<file path="src/rtl/hexdisp_pkg.sv">
// Shared constants for the seven-segment display driver.
// Segment patterns are active-low, stored as {g,f,e,d,c,b,a}.
package hexdisp_pkg;

    localparam int SEG_W = 7;
    localparam int NIB_W = 4;

    localparam logic [SEG_W-1:0] SEG_BLANK = 7'h7F;

    localparam logic [SEG_W-1:0] GLYPH_TABLE [0:15] = '{
        7'h40, 7'h79, 7'h24, 7'h30,
        7'h19, 7'h12, 7'h02, 7'h78,
        7'h00, 7'h10, 7'h08, 7'h03,
        7'h46, 7'h21, 7'h06, 7'h0E
    };

endpackage

</file>
<file path="src/rtl/hex7seg_dec.sv">
// Combinational nibble-to-glyph decoder for one active-low seven-segment digit.
module hex7seg_dec
    import hexdisp_pkg::*;
(
    input  logic [NIB_W-1:0] nibble,
    output logic [SEG_W-1:0] glyph
);

    assign glyph = GLYPH_TABLE[nibble];

endmodule

</file>
<file path="src/rtl/hex_display_ctrl.sv">
// Multi-digit hex display driver with per-digit blinking and a load acknowledge.
// Optional leading-zero blanking is enabled by defining HEXDISP_LZB_EN.
module hex_display_ctrl
    import hexdisp_pkg::*;
#(
    parameter int DIGITS   = 6,
    parameter int CLK_HZ   = 50000000,
    parameter int BLINK_HZ = 2
) (
    input  logic                    clk,
    input  logic                    rst,
    input  logic                    load,
    input  logic [NIB_W*DIGITS-1:0] data,
    input  logic [DIGITS-1:0]       blink_mask,
    output logic [SEG_W*DIGITS-1:0] seg,
    output logic                    updated
);

    localparam int HALF  = CLK_HZ / (2 * BLINK_HZ);
    localparam int CNT_W = (HALF > 1) ? $clog2(HALF) : 1;

    logic [NIB_W*DIGITS-1:0] data_q;
    logic [DIGITS-1:0]       mask_q;
    logic                    pend_q;
    logic [CNT_W-1:0]        cnt;
    logic                    phase;
    logic [SEG_W*DIGITS-1:0] glyphs;
    logic [DIGITS-1:0]       lzb;
    logic [DIGITS-1:0]       hidden;

    for (genvar g = 0; g < DIGITS; g++) begin : gen_dec
        hex7seg_dec u_dec (
            .nibble (data_q[NIB_W*g +: NIB_W]),
            .glyph  (glyphs[SEG_W*g +: SEG_W])
        );
    end

    always_comb begin
        lzb = '0;
`ifdef HEXDISP_LZB_EN
        begin : lzb_scan
            logic seen;
            seen = 1'b0;
            // Walk down from the top; a digit is blanked until the first non-zero one.
            for (int i = DIGITS - 1; i >= 1; i--) begin
                seen   = seen | (data_q[NIB_W*i +: NIB_W] != '0);
                lzb[i] = ~seen;
            end
        end
`endif
    end

    assign hidden = ({DIGITS{phase}} & mask_q) | lzb;

    always_ff @(posedge clk or posedge rst) begin
        if (rst) begin
            data_q  <= '0;
            mask_q  <= '0;
            pend_q  <= 1'b0;
            cnt     <= '0;
            phase   <= 1'b0;
            seg     <= {DIGITS{SEG_BLANK}};
            updated <= 1'b0;
        end else begin
            pend_q <= load;
            if (load) begin
                data_q <= data;
                mask_q <= blink_mask;
            end

            // Free-running blink divider; loads never disturb it.
            if (cnt == CNT_W'(HALF - 1)) begin
                cnt   <= '0;
                phase <= ~phase;
            end else begin
                cnt <= cnt + 1'b1;
            end

            for (int i = 0; i < DIGITS; i++) begin
                seg[SEG_W*i +: SEG_W] <= hidden[i] ? SEG_BLANK : glyphs[SEG_W*i +: SEG_W];
            end
            updated <= pend_q;
        end
    end

endmodule

</file>
<file path="config.mk">
export PLATFORM = sky130hd
export DESIGN_NAME = hex_display_ctrl
export DESIGN_NICKNAME = d
export VERILOG_FILES = /design/src/rtl/hexdisp_pkg.sv /design/src/rtl/hex7seg_dec.sv /design/src/rtl/hex_display_ctrl.sv
export SDC_FILE = /design/constraint.sdc
export NUM_CORES = 1
export LEC_CHECK = 0
export ABC_AREA = 1
export CORE_ASPECT_RATIO = 0.75
export CORE_UTILIZATION = 43
export DETAILED_ROUTE_END_ITERATION = 8
export PLACE_DENSITY = 0.61
export SYNTH_ARGS = -nofsm -noshare
export SYNTH_HDL_FRONTEND = slang
export SYNTH_HIERARCHICAL = 1
export SYNTH_SLANG_ARGS = --single-unit
</file>
<file path="constraint.sdc">
create_clock -name clk -period 3.83 [get_ports clk]
set_clock_uncertainty 0.1 [all_clocks]
set_input_delay 0.9575 -clock clk [delete_from_list [all_inputs] [get_ports clk]]
set_output_delay 0.9575 -clock clk [all_outputs]
set_load 0.03 [all_outputs]
</file>
Word-level counts from Yosys, hierarchy flattened
Memory sizes are Yosys's and may differ from the RTL's.
Cells that the tools add are included.
{ "op_classes": {"add_sub_neg": 1, "order_cmp": 6, "eq_ne": 1, "n_mux": 19, "n_bitwise": 8} }
{ "ops": {"columns": ["cell", "count"], "rows": [
  ["$mux W7", 18],
  ["$ge A5 B5 Y1 const B", 6],
  ["$not A4 Y5", 6],
  ["$add A24 B1 Y24 const B", 1],
  ["$eq A24 B24 Y1 const B", 1],
  ["$mux W24", 1],
  ["$and A6 B6 Y6", 1],
  ["$not A1 Y1", 1]
]} }
{ "totals": {"register_bits": 99, "rom_bits": 672, "input_bits": 33, "out_inout_bits": 43, "elab_cells": 48, "n_memories": 6} }
{ "mem_list": {"columns": ["name", "depth", "width", "rd", "rd_ports_with_merged_regs", "write_ports", "line_no", "text"], "rows": [
  ["(name not given)", 16, 7, 1, 0, 0, "hex7seg_dec.sv:9", "assign glyph = GLYPH_TABLE[nibble];"],
  ["(name not given)", 16, 7, 1, 0, 0, "hex7seg_dec.sv:9", null],
  ["(name not given)", 16, 7, 1, 0, 0, "hex7seg_dec.sv:9", null],
  ["(name not given)", 16, 7, 1, 0, 0, "hex7seg_dec.sv:9", null],
  ["(name not given)", 16, 7, 1, 0, 0, "hex7seg_dec.sv:9", null],
  ["(name not given)", 16, 7, 1, 0, 0, "hex7seg_dec.sv:9", null]
]} }

Depth between registers and ports, before layout
Gate-level depths: netlist of the first run.
{ "depth": {"depth_word": 5, "depth_mapped": 8, "ltp_nobuf": 8} }

By module
The synthesis of the first run kept the hierarchy.
{ "modules_own_cells": {"columns": ["module", "instances", "cells_each", "area_per_inst_um2", "seq_area_each_um2"], "rows": [
  ["hex_display_ctrl", 1, 399, 4132.7, 2529.9],
  ["hex7seg_dec", 6, 49, 274.0, 0.0]
]} }

Worst setup path after synthesis of the first run
OpenSTA, ideal clock, no wires.
{ "synth_path": {"kind": "in2reg", "from": "input load", "to": "register data_q[0]", "setup_ns": 0.125, "arrival_time_ns": 1.481, "setup_slack_ns": 2.124, "cell_stages": 2, "n_path_buf": 1, "path_cell_list": "buf_2 > mux2_2"} }
{ "synth_rtl": {"columns": ["item", "line_no", "text"], "rows": [
  ["from (decl)", "hex_display_ctrl.sv:12", "input logic load,"],
  ["to (signal assigned)", "hex_display_ctrl.sv:67", "data_q <= data;"],
  ["to (decl)", "hex_display_ctrl.sv:22", "logic [NIB_W*DIGITS-1:0] data_q;"]
]} }
No word-level cell between the ends.

Worst setup path after layout of the first run
{ "layout_path": {"from": "register seg[39]", "to": "output seg[39]"} }
{ "layout_rtl": {"columns": ["item", "line_no", "text"], "rows": [
  ["from (decl)", "hex_display_ctrl.sv:15", "output logic [SEG_W*DIGITS-1:0] seg,"],
  ["from (signal assigned)", "hex_display_ctrl.sv:62", "seg <= {DIGITS{SEG_BLANK}};"],
  ["from (signal, indexed assignment)", "hex_display_ctrl.sv:80", "seg[SEG_W*i +: SEG_W] <= hidden[i] ? SEG_BLANK : glyphs[SEG_W*i +: SEG_W];"]
]} }
No word-level cell between the ends.

==> Flow_metrics.wiki, run 1 <==
{| class="wikitable"
! Metric !! Value
|-
| Status || complete, no violations
|-
| Transition time of the tightest slew-check pin || 0.5387 ns
|-
| Cell count of the worst reg-to-reg path || 8
|-
| Worst slack, placed || roughly 1.4 ns
|-
| Setup violators final || 0
|-
| Number of stages on the worst hold path || 0
|-
| Area of the core || 13060 um2
|-
| Hold Vio Cnt, Final || 0
|-
| Fraction of final layout cells with drive strength greater than 1 || between 10% and 20%
|-
| Slew headroom || between 60% and 70%
|-
| Setup slack on the worst flop-to-flop path || about 2.2 ns
|-
| Via count || around 4.4k
|-
| Initial DRT Pass Iterations || 7
|-
| Mapped Area || 5777 um2
|-
| Total number of cells along the worst setup path || 1
|-
| Part of the cycle the worst path needs || 68.09%
|-
| RD Place Congestion || approximately 0.83
|-
| Yosys warning count || 6
|-
| Die outline area || about 14000 um2
|-
| Clock tree from TritonCTS || built
|-
| Hold crit path type || flip-flop to flip-flop
|-
| Flip-flop and latch count after synthesis || 99
|-
| Wire length of the first global-routing pass || between 15 and 20 mm
|-
| Maximum capacitance violations || 0
|-
| Worst voltage drop across the vdd grid || approximately 0.29 mV
|-
| Routed via count divided by cell count || 4.715
|-
| Final Instance Count excl. Fillers || approximately 940
|-
| Highest-delay cell along the critical path || clkdlybuf4s50_1
|-
| Insertion delay of the later-clocked pin in the worst-skew pair || approximately 0.35 ns
|-
| Initial antenna violation count || 0
|-
| R2r endpoint || cnt[20]
|-
| Gate family responsible for the most delay along the worst path || buffers and inverters
|-
| Average wire per cell in the routed design || between 10 and 15 um
|-
| Data required time at the worst endpoint || ~2.8 ns
|-
| Area Overhead vs Synth || 21.27%
|-
| Summed area of non-filler cells in the final layout || 7005 um2
|-
| CTS Buf Count || 9
|-
| DRC || 0
|-
| Critical path data arrival time || roughly 1.6 ns
|-
| Net count of the finished layout || between 800 and 900
|-
| Areal power density over the cells || about 430 nW/um2
|-
| Hpwl dp || slightly below 9 mm
|-
| Aggregate negative setup slack || 0 ns
|-
| Category of the worst setup path capture point || primary output
|-
| Setup repair after global routing missed its margin || false
|-
| Number of input and output port buffers inserted || 75
|-
| Maximum buffer depth of the clock tree || 2
|-
| Clk pin slew, worst setup/hold paths || 0.06 ns
|-
| CTS Root Cell || clkbuf_16
|-
| Number of buffers and inverters on the critical path || 1
|-
| Antenna-violating nets left || 0
|-
| Number of antenna cells inserted || 0
|-
| Count of instances resized after the clock tree is built || 0
|-
| Placed cells || a little over 900
|-
| Mapped Cells || slightly below 700
|-
| Area after DPL || 6663 um2
|-
| Height of the die || approximately 100 um
|-
| Pin count of the biggest net entering global routing || 43
|-
| Final wirelength || about 12 mm
|-
| Number of setup buffers added after CTS || 0
|-
| Drt initial violations || between 200 and 250
|-
| Level count of the clock H-tree || 3
|-
| Maximum clock rate || between 0.3 and 0.4 GHz
|-
| Distinct cell type count after synthesis || 27
|-
| Slew Limit Fails || 0
|-
| IO Count || 76
|-
| Sequence of cells on the critical path || clkdlybuf4s50_1
|-
| Path type of the worst setup path || flip-flop to primary output
|-
| Number of global-route vias before repair || slightly above 4k
|-
| Source of the worst register-to-register timing path || cnt[0]
|-
| FILL cells || between 1k and 1.5k
|-
| CP Max Fanout || 1
|-
| Register area share after synthesis || between 40% and 50%
|-
| Largest stage delay on the critical path || between 0.6 and 0.7 ns
|-
| Effective utilization at floorplan || between 40% and 50%
|-
| Critical path startpoint || seg[39]
|-
| Highest-count cells in the layout ignoring fill and taps || nand2_1, inv_1, nand3_1
|-
| Leak pwr || around 3.5 nW
|-
| Overall Global Routing Usage || 18.47%
|-
| Most common library cell in the layout ignoring fill and taps || nand2_1
|-
| Time the final worst path needs with I/O delays and setup || roughly 2.6 ns
|-
| Die X-Extent || ~140 um
|-
| Syn_area_per_cell || 8.336 um2
|-
| Clock sinks || roughly 100
|-
| Total number of placement rows || 36
|-
| Final worst-path setup slack || ~1.2 ns
|-
| Capture point of the worst path || seg[39]
|-
| Grt ovf || 0
|-
| Hold buffer count at cts || 0
|-
| Setup crit start kind || flip-flop
|-
| Syn_nets || between 700 and 800
|}
-- cells in the mapped netlist --
cell      instances  area (um2)
ha_1             43       538.0
xnor2_1           3       26.28
mux2_2           30       337.8
buf_6             6       67.56
nand2_4           1       11.26
clkinv_2          1       5.000
nor2_2           13       81.33
nand2_2           7       43.79
nor2_8            1       20.02
clkbuf_1          1       3.750
dfstp_2          42        1104
dfrtp_1          57        1426
nand4_1           6       37.54
o21ai_1           8       40.04
xor2_1            7       61.31
nor3_1            4       20.02
a21oi_1           5       25.02
nand3_1          76       380.4
nand2_1         208       780.8
inv_2             8       30.03
nor2_4            6       67.56
nor2_1           31       116.4
buf_2             9       45.04
inv_1           104       390.4
nand3_2           3       30.03
o21ai_0           7       35.03
o21ai_2           6       52.55
-- through the flow --
| stage | total power [mW] | hold WS (ns) | util [%] |
|---|---|---|---|
| floorplan | 1.769 | 0.2312 | - |
| global placement | 1.997 | 0.2351 | 51.01 |
| detailed placement | 2.011 | 0.2582 | 51.01 |
| CTS | 3.066 | 0.2731 | 53.63 |
| global route | 3.184 | 0.2844 | 53.63 |
| finish | 3.025 | 0.2633 | 53.63 |
-- metal layers --
layer	global-route usage, %	vias to the layer above	part of all wire [%]
met2	28.10	85	44
met4	5.359	0	0.94
met3	5.208	12	5.0
met5	0	-	0
met1	25.58	2061	50
li1	-	2284	-
-- final cells by class --
type / count / area (um2) / area share [%]
Timing Repair Buffer: 78 / 785.8 / 11.22
Sequential cell: 99 / 2530 / 36.11
Tap cell: 171 / 214.0 / 3.054
Clock buffer: 11 / 242.7 / 3.465
Multi-Input combinational cell: 465 / 2705 / 38.61
Inverter: 113 / 427.9 / 6.108
Clock inverter: 5 / 100.1 / 1.429
-- registers in the layout, indices dropped and copies added, names as in the netlist --
signal / flops
pend_q: 1
seg: 42
cnt: 24
phase: 1
updated: 1
data_q: 24
mask_q: 6
-- worst min path at each step --
| stage | startpoint | slack, ns | endpoint |
|---|---|---|---|
| after floorplan | pend_q | 0.23 | updated |
| after global placement | pend_q | 0.24 | updated |
| after detailed placement | pend_q | 0.26 | updated |
| after CTS | pend_q | 0.27 | updated |
| after global routing | pend_q | 0.28 | updated |
| final | pend_q | 0.26 | updated |
-- report_power, final --
| part | switching [mW] | internal (mW) | total [mW] |
|---|---|---|---|
| clock network | 0.380 | 0.654 | 1.03 |
| registers | 0.0877 | 1.20 | 1.29 |
| logic | 0.406 | 0.296 | 0.702 |
| total | 0.873 | 2.15 | 3.03 |
-- logic make-up after synthesis --
family / after synthesis / synth area share (%)
AO/OA/AOI/OAI: 26 / 2.642
XOR/XNOR: 10 / 1.516
adder cells (fa/ha/maj): 43 / 9.313
buffers and inverters: 129 / 9.378
flip-flops: 99 / 43.79
multiplexers: 30 / 5.848
AND/OR/NAND/NOR: 356 / 27.51
No activity file was read; power rests on OpenSTA's default activity.
==> run 2, diff against run 1 <==
- clock period: 3.83 -> 2.5 ns (I/O delays scaled with it)
==> Flow_metrics.wiki, run 2 (same netlist as run 1, synthesis figures left out) <==
{| class="wikitable"
! Metric !! Value
|-
| Status || complete, no violations (unchanged)
|-
| Sequence of cells on the critical path || clkdlybuf4s50_1 (unchanged)
|-
| Setup repair after global routing missed its margin || false (unchanged)
|-
| Largest Register || seg (unchanged)
|-
| Drt initial violations || 195 (was 223)
|-
| Data required time at the worst endpoint || 1.77 ns (was 2.77 ns)
|-
| Highest-count cells in the layout ignoring fill and taps || nand2_1, inv_1, nand3_1 (unchanged)
|-
| Part of the cycle the worst path needs || between 90% and 100%
|-
| GR peak layer || met2 (unchanged)
|-
| Average wire per cell in the routed design || 12.12 um (was 12.38 um)
|-
| Global Route met3 Usage || 4.812% (was 5.208%)
|-
| Total number of placement rows || 36 (unchanged)
|-
| Met2 track demand over resource || 29.32% (was 28.10%)
|-
| Gate family responsible for the most delay along the worst path || buffers and inverters (unchanged)
|-
| Count of instances resized after the clock tree is built || 0 (unchanged)
|-
| RD Place Congestion || 0.8852 (was 0.8319)
|-
| Areal power density over the cells || 627.8 nW/um2 (was 431.8 nW/um2)
|-
| CTS Buf Count || 9 (unchanged)
|-
| Height of the die || 102.4 um (unchanged)
|-
| Number of global-route vias before repair || 4255 (was 4135)
|-
| Time the final worst path needs with I/O delays and setup || 2.269 ns
|-
| Die outline area || 13910 um2 (unchanged)
|-
| Setup violators final || 0 (unchanged)
|-
| GR Util met1 || 24.12% (was 25.58%)
|-
| DRC || 0 (unchanged)
|-
| Setup crit start kind || flip-flop (unchanged)
|-
| Maximum buffer depth of the clock tree || 2 (unchanged)
|-
| Number of setup buffers added after CTS || 0 (unchanged)
|-
| Hold Vio Cnt, Final || 0 (unchanged)
|-
| Die X-Extent || 135.8 um (unchanged)
|-
| Fraction of final layout cells with drive strength greater than 1 || 18.03% (was 17.77%)
|-
| Transition time of the tightest slew-check pin || 0.4898 ns (was 0.5387 ns)
|-
| Pin count of the biggest net entering global routing || 44 (was 43)
|-
| Clock sinks || 99 (unchanged)
|-
| Number of input and output port buffers inserted || 75 (unchanged)
|-
| Registers with the most flip-flops || seg: 42 flops, cnt: 24 flops, data_q: 24 flops (unchanged)
|-
| Grt ovf || 0 (unchanged)
|-
| Wire length of the first global-routing pass || 19.86 mm (was 19.74 mm)
|-
| Number of antenna cells inserted || 0 (unchanged)
|-
| Overall Global Routing Usage || 18.41% (was 18.47%)
|-
| IO Count || 76 (unchanged)
|-
| Initial DRT Pass Iterations || 4 (was 7)
|-
| Hpwl dp || 8.693 mm (was 8.796 mm)
|-
| Category of the worst setup path capture point || primary output (unchanged)
|-
| CTS Root Cell || clkbuf_16 (unchanged)
|-
| Largest stage delay on the critical path || 0.67 ns (was 0.68 ns)
|-
| Final Core Density || 53.38% (was 53.63%)
|-
| Area of the core || 13060 um2 (unchanged)
|-
| CP Max Fanout || 1 (unchanged)
|-
| Highest-delay cell along the critical path || clkdlybuf4s50_1 (unchanged)
|-
| Slew headroom || 67.28% (was 64.09%)
|-
| Level count of the clock H-tree || 3 (unchanged)
|-
| Number of flip-flops in the largest register || 42 (unchanged)
|-
| Aggregate negative setup slack || 0 ns (unchanged)
|-
| Area Overhead vs Synth || 20.71% (was 21.27%)
|-
| Number of buffers and inverters on the critical path || 1 (unchanged)
|-
| Effective utilization at floorplan || 44.22% (unchanged)
|-
| Initial antenna violation count || 0 (unchanged)
|-
| Worst voltage drop across the vdd grid || 0.4647 mV (was 0.2868 mV)
|-
| Clock tree from TritonCTS || built (unchanged)
|-
| Path type of the worst setup path || flip-flop to primary output (unchanged)
|-
| Routed via count divided by cell count || 4.780 (was 4.715)
|-
| Most common library cell in the layout ignoring fill and taps || nand2_1 (unchanged)
|-
| Leak pwr || 3.491 nW (was 3.520 nW)
|-
| Maximum capacitance violations || 0 (unchanged)
|-
| Via count || 4503 (was 4442)
|-
| Insertion delay of the later-clocked pin in the worst-skew pair || 0.35 ns (about the same)
|-
| Final wirelength || 11.42 mm (was 11.66 mm)
|-
| Slew Limit Fails || 0 (unchanged)
|-
| Hold buffer count at cts || 0 (unchanged)
|-
| Clk pin slew, worst setup/hold paths || 0.07 ns (was 0.06 ns)
|-
| Antenna-violating nets left || 0 (unchanged)
|-
| Critical path data arrival time || 1.54 ns (was 1.55 ns)
|-
| Hold crit path type || flip-flop to flip-flop (unchanged)
|-
| Net count of the finished layout || 842 (unchanged)
|-
| Maximum clock rate || between 0.4 and 0.5 GHz
|}
run 2: cell count changes in the layout (fill, tap and decap cells not counted), moves of 2 or more:
| cell | previous run | this run |
|---|---|---|
| clkinv_2 | 3 | 1 |
| clkinv_4 | 0 | 3 |
| buf_12 | 1 | 3 |
| buf_4 | 2 | 0 |
| clkinvlp_4 | 0 | 3 |
| bufinv_16 | 3 | 0 |
run 2: report_power, final:
part / leakage (nW) / internal (mW) / switching [mW] / total, mW
sequential: 1.15 / 1.84 / 0.130 / 1.97
clock: 0.135 / 0.710 / 0.621 / 1.33
combinational: 2.21 / 0.456 / 0.619 / 1.07
run 2: layout make-up:
| cell class | instances | area, um2 |
|---|---|---|
| inverter | 113 | 429.2 |
| tap | 171 | 214.0 |
| clock inverter | 6 | 50.05 |
| clock buffer | 10 | 239.0 |
| multi-input combinational | 465 | 2705 |
| fill | 1199 | 6090 |
| sequential | 99 | 2530 |
| timing repair buffer | 78 | 805.8 |
run 2: path summary, 6_finish.rpt:
check | slack (ns) | cells past startpoint | end | from
max in group asynchronous | 1.11 | 3 | seg[14] | rst
min reg2reg | 0.26 | 0 | updated | pend_q
min | 0.26 | 0 | updated | pend_q
max | 0.23 | 1 | seg[33] | seg[33]
min in group asynchronous | 0.57 | 2 | data_q[23] | rst
max reg2reg | 0.85 | 8 | cnt[11] | cnt[0]
run 2: per-stage QoR:
| stage | hold slack [ns] | worst slack, ns | total power [mW] | cells | cell area (um2) |
|---|---|---|---|---|---|
| after floorplan | 0.2312 | 0.6337 | 2.710 | 693 | 5781 |
| after global placement | 0.2346 | 0.6152 | 3.058 | 926 | 6684 |
| after detailed placement | 0.2426 | 0.6062 | 3.078 | 926 | 6684 |
| after CTS | 0.2673 | 0.2143 | 4.442 | 942 | 6973 |
| after global routing | 0.2778 | 0.1931 | 4.655 | 942 | 6973 |
| final | 0.2612 | 0.2310 | 4.377 | 942 | 6973 |
run 2: per-layer routing:
metal | up-vias | share of wire [%]
met5 | - | 0
met4 | 0 | 2.0
met3 | 19 | 4.7
met2 | 102 | 45
met1 | 2086 | 48
li1 | 2296 | -
